==> config.mk <==
export PLATFORM = sky130hd
export DESIGN_NAME = div_cnt_prog_flat
export DESIGN_NICKNAME = d
export VERILOG_FILES = /design/src/rtl/div_cnt_prog_if.sv /design/src/rtl/div_cnt_prog.sv /design/src/flat_wrapper.sv
export SDC_FILE = /design/constraint.sdc
export NUM_CORES = 1
export LEC_CHECK = 0
export CAP_MARGIN = 20
export CORE_ASPECT_RATIO = 2
export CORE_UTILIZATION = 53
export DETAILED_ROUTE_END_ITERATION = 10
export PLACE_DENSITY = 0.89
export SYNTH_ARGS = -nofsm -noshare
export SYNTH_HDL_FRONTEND = slang
export SYNTH_SLANG_ARGS = --single-unit
==> constraint.sdc <==
create_clock -name clk -period 2.7 [get_ports clk]
set_clock_uncertainty 0.1 [all_clocks]
set_input_delay 0.27 -clock clk [delete_from_list [all_inputs] [get_ports clk]]
set_output_delay 0.27 -clock clk [all_outputs]
set_load 0.02 [all_outputs]
==> src/rtl/div_cnt_prog_if.sv <==
// rtl/div_cnt_prog_if.sv - control/status bundle for the programmable clock divider
interface div_cnt_prog_if #(
  parameter int CNT_W = 8
);
  logic             en;
  logic [CNT_W-1:0] div_in;
  logic             div_load;
  logic             clk_out;
  logic             tick;
  logic [CNT_W-1:0] div_cur;

  modport master (
    output en, div_in, div_load,
    input  clk_out, tick, div_cur
  );

  modport slave (
    input  en, div_in, div_load,
    output clk_out, tick, div_cur
  );
endinterface

==> src/rtl/div_cnt_prog.sv <==
// rtl/div_cnt_prog.sv - runtime-programmable integer clock divider with tick strobe
// Optional 50% duty for odd divisors when DIV_CNT_PROG_ODD_DUTY50_EN is defined.
module div_cnt_prog #(
  parameter int CNT_W       = 8,
  parameter int DIV_DEFAULT = 4
) (
  input logic           clk,
  input logic           rst,
  div_cnt_prog_if.slave bus
);
  localparam logic [CNT_W-1:0] DIV_RST = (DIV_DEFAULT < 2) ? CNT_W'(2) : CNT_W'(DIV_DEFAULT);

  function automatic logic [CNT_W-1:0] clamp(input logic [CNT_W-1:0] x);
    return (x < CNT_W'(2)) ? CNT_W'(2) : x;
  endfunction

  logic [CNT_W-1:0] cnt;
  logic [CNT_W-1:0] div_cur;
  logic [CNT_W-1:0] pend;
  logic [CNT_W-1:0] half;
  logic [CNT_W-1:0] div_new;
  logic             pend_valid;
  logic             clk_out_reg;
  logic             tick_reg;
  logic             wrap;
  logic             half_hit;

  assign half     = div_cur >> 1;
  assign wrap     = bus.en && (cnt == div_cur - CNT_W'(1));
  assign half_hit = bus.en && (cnt == half - CNT_W'(1));
  assign div_new  = clamp(bus.div_in);

  always_ff @(posedge clk) begin
    if (rst) begin
      cnt         <= '0;
      clk_out_reg <= 1'b0;
      tick_reg    <= 1'b0;
      div_cur     <= DIV_RST;
      pend        <= '0;
      pend_valid  <= 1'b0;
    end else begin
      if (bus.en) begin
        cnt <= wrap ? '0 : cnt + CNT_W'(1);
      end

      if (wrap) begin
        clk_out_reg <= 1'b1;
      end else if (half_hit) begin
        clk_out_reg <= 1'b0;
      end

      tick_reg <= wrap;

      if (bus.div_load) begin
        pend       <= div_new;
        pend_valid <= 1'b1;
      end

      // A load on the wrap edge takes effect immediately and supersedes any pending value.
      if (wrap) begin
        if (bus.div_load) begin
          div_cur <= div_new;
        end else if (pend_valid) begin
          div_cur <= pend;
        end
        pend_valid <= 1'b0;
      end
    end
  end

`ifdef DIV_CNT_PROG_ODD_DUTY50_EN
  logic q_neg;

  // Half-cycle delayed copy stretches the high phase by half a clk period for odd divisors.
  always_ff @(negedge clk) begin
    if (rst) begin
      q_neg <= 1'b0;
    end else begin
      q_neg <= clk_out_reg;
    end
  end

  assign bus.clk_out = div_cur[0] ? (clk_out_reg | q_neg) : clk_out_reg;
`else
  assign bus.clk_out = clk_out_reg;
`endif

  assign bus.tick    = tick_reg;
  assign bus.div_cur = div_cur;
endmodule

==> src/flat_wrapper.sv <==
// flat-port wrapper written by rule: the top's interface ports become plain ports
module div_cnt_prog_flat 
#(
  parameter int CNT_W       = 8,
  parameter int DIV_DEFAULT = 4
)
  (clk, rst, bus_en, bus_div_in, bus_div_load, bus_clk_out, bus_tick, bus_div_cur);
  div_cnt_prog_if #(.CNT_W(CNT_W)) bus_i ();
  input logic clk;
  input logic rst;
  input wire logic [$bits(bus_i.en)-1:0] bus_en;
  input wire logic [$bits(bus_i.div_in)-1:0] bus_div_in;
  input wire logic [$bits(bus_i.div_load)-1:0] bus_div_load;
  output wire logic [$bits(bus_i.clk_out)-1:0] bus_clk_out;
  output wire logic [$bits(bus_i.tick)-1:0] bus_tick;
  output wire logic [$bits(bus_i.div_cur)-1:0] bus_div_cur;
  assign bus_i.en = bus_en;
  assign bus_i.div_in = bus_div_in;
  assign bus_i.div_load = bus_div_load;
  assign bus_clk_out = bus_i.clk_out;
  assign bus_tick = bus_i.tick;
  assign bus_div_cur = bus_i.div_cur;
  div_cnt_prog #(.CNT_W(CNT_W), .DIV_DEFAULT(DIV_DEFAULT)) u_core (.clk(clk), .rst(rst), .bus(bus_i));
endmodule
==> results.ini <==
[critical_path]
crit_path_end_kind=flip-flop
cp_max_fo=8
reg2reg_depth=7
startpoint_type=flip-flop
path_class=reg -> reg
worstPathArrival_ps=2530
cp_data_required_time_ps=2770
startpoint=u_core.bus.div_cur[0]
r2r_start=u_core.bus.div_cur[0]

[power]
p_clk_share_pct=31.0
swShare_pct=23.7
comb_power_share_pct=11.6
internal_power_mw=0.562
power.total_mw=0.736
seqPwrFrac_pct=57.4
p_sw_mw=0.174
p_leak_nw=0.722
max-vdd-ir-drop_v=0.000392
power_density_nw_per_um2=421

[synth]
ys_ff_latch=27
synth-xor-area-share_pct=14.7
synth_cell_types=39
yosysSeqAreaShare_pct=36.3
synth-edff-count=0
synth_area_sq_um=1490
synth_warnings=0
synthAdderAreaFrac_pct=2.52
synth_fp_nets=174
synth_compound_area_share_pct=9.40
synthMuxAreaShare_pct=10.8
synth_area_per_cell_sq_um=9.37
synthArstFlopShare_pct=0
synthCells=159
synth_top_family_by_area=simple AND/OR/NAND/NOR gates
yosys.area_share.simple_pct=22.0
ys.flop_type=dfxtp_1

[cts]
htreeDepth=1
clock_latency_ps=280
cts_resized=0
holdBufCountCts=0
max-clock-path-buffers=2
cts_tree=built
cts_sinks=27
clk_pin_slew_ps=90
cts_setup_buffers=0
cts_root_buf=clkbuf_8
cts_made_buffers=3

[global_route]
groute.usage.overall_pct=25.8
grt_antenna_before_repair=0
grt_pass1_wl_um=5590
grt_max_degree=15
gr-total-overflow=0
grt_pass1_vias=1245

[place]
portBuffers=21
place_hpwl_um=2630
routabilityCongestion=0.876

[sta]
rsz0062_at_grt=false
period_share_pct=91.0
slew_viol_final=0
post-route-min-period_ps=2460
tightest_slew_ps=521
final.setup.tns_ps=0
max_slew_margin_pct=65.1
fin_hold_ws_ps=393
fmaxAchievable_mhz=407
hold_violations=0
final-setup-viol-count=0

[die]
core-area_sq_um=2600
fp.dieW_um=39.5
rows=26
dieArea_sq_um=3040
initial_core_util_pct=57.3
die-height_um=77.0
io_pins=22

[finish]
area_delta_synth_final_pct=17.2
regArea_sq_um=541
nets=193
antenna-diode-count=0
final_cell_mix=27 x dfxtp_1, 22 x nor2_1, 21 x clkdlybuf4s50_1
drive_above_1_share_pct=11.3
n_fill_cell=212
multi_input_area_sq_um=886
layout_commonest_cell=dfxtp_1
largestRegisters=u_core.bus.div_cur x8, u_core.cnt x8, u_core.pend x8

[status]
status=completed

[routing]
viasPerCell=5.94
drt_wl_total_um=3280
drc=0
dr.pass1.iters=4
wl_met3_um=78
wl_per_cell_um=16.0
ant_nets=0
drt-met1-wl_um=1190
vias=1218
drtIter0Drc=19
wl_met2_um=1870
top_layer=met4

[job]
max_cap_violations=0

[worst_hold_path]
worstHoldPathType=reg -> reg
min_from=u_core.bus.clk_out
hold_depth=2

==> logic make-up (layout without fill, tap and decap cells) <==
kind of cell,Yosys count,count (layout)
buf+inv,14,32
simple gates,57,57
xor+xnor,25,25
compound gates,18,18
flops,27,27
mux,15,15
fa+ha+maj,3,3
==> per-stage QoR <==
step / util (%) / cell area, sq um / setup slack (ps) / std cells
after floorplan: - / 1490 / 362 / 159
after global placement: 65.4 / 1700 / 292 / 201
after detailed placement: 65.4 / 1700 / 272 / 201
after CTS: 67.1 / 1750 / 246 / 205
after global routing: 67.1 / 1750 / 86.9 / 205
final: 67.1 / 1750 / 243 / 205
==> synthesized netlist by cell type (all sizes together), types with 3 or more instances <==
| master | instances | area [sq um] |
|---|---|---|
| clkbuf | 5 | 18.8 |
| nor2b | 6 | 37.5 |
| nand4 | 3 | 18.8 |
| nand2 | 5 | 18.8 |
| mux2i | 6 | 60.1 |
| dfxtp | 27 | 541 |
| nand3 | 3 | 15.0 |
| nor2 | 22 | 82.6 |
| a21oi | 6 | 30.0 |
| ha | 3 | 37.5 |
| and3 | 4 | 26.3 |
| a31oi | 3 | 18.8 |
| xnor2 | 13 | 114 |
| xor2 | 12 | 105 |
| inv | 6 | 22.5 |
| mux2 | 9 | 101 |
| buf | 3 | 22.5 |
==> final timing paths <==
check	slack (ps)	endpoint
max	240	u_core.bus.div_cur[6]
min	390	u_core.bus.clk_out
max reg2reg	240	u_core.bus.div_cur[6]
min reg2reg	390	u_core.bus.clk_out
==> power by group through the flow <==
stage               Combinational, mW  Sequential [mW]  Clock, mW
detailed placement             0.0848            0.431          0
global route                   0.0929            0.424      0.245
finish                         0.0851            0.422      0.228
global placement               0.0805            0.431          0
floorplan                      0.0529            0.429          0
CTS                            0.0852            0.422      0.232
==> area by class of cell <==
| type | count | area share, % |
|---|---|---|
| multi-input combinational | 118 | 50.7 |
| sequential | 27 | 30.9 |
| timing repair buffer | 22 | 12.5 |
| clock buffer | 4 | 2.58 |
| tap | 28 | 2.01 |
| inverter | 6 | 1.29 |
==> routing by layer <==
layer / GRT usage [%] / vias up
li1: - / 584
met4: 15.5 / 0
met3: 3.18 / 12
met1: 27.6 / 590
met2: 43.8 / 32
met5: 0 / -
==> critical path: stages, from the launching register on <==
cell	delay [ps]
dfxtp_1	420
inv_1	80
ha_1	220
nor2b_1	170
or3_1	350
a31oi_1	400
nand4b_4	260
mux2_2	340
(Power assumes the default switching activity.)
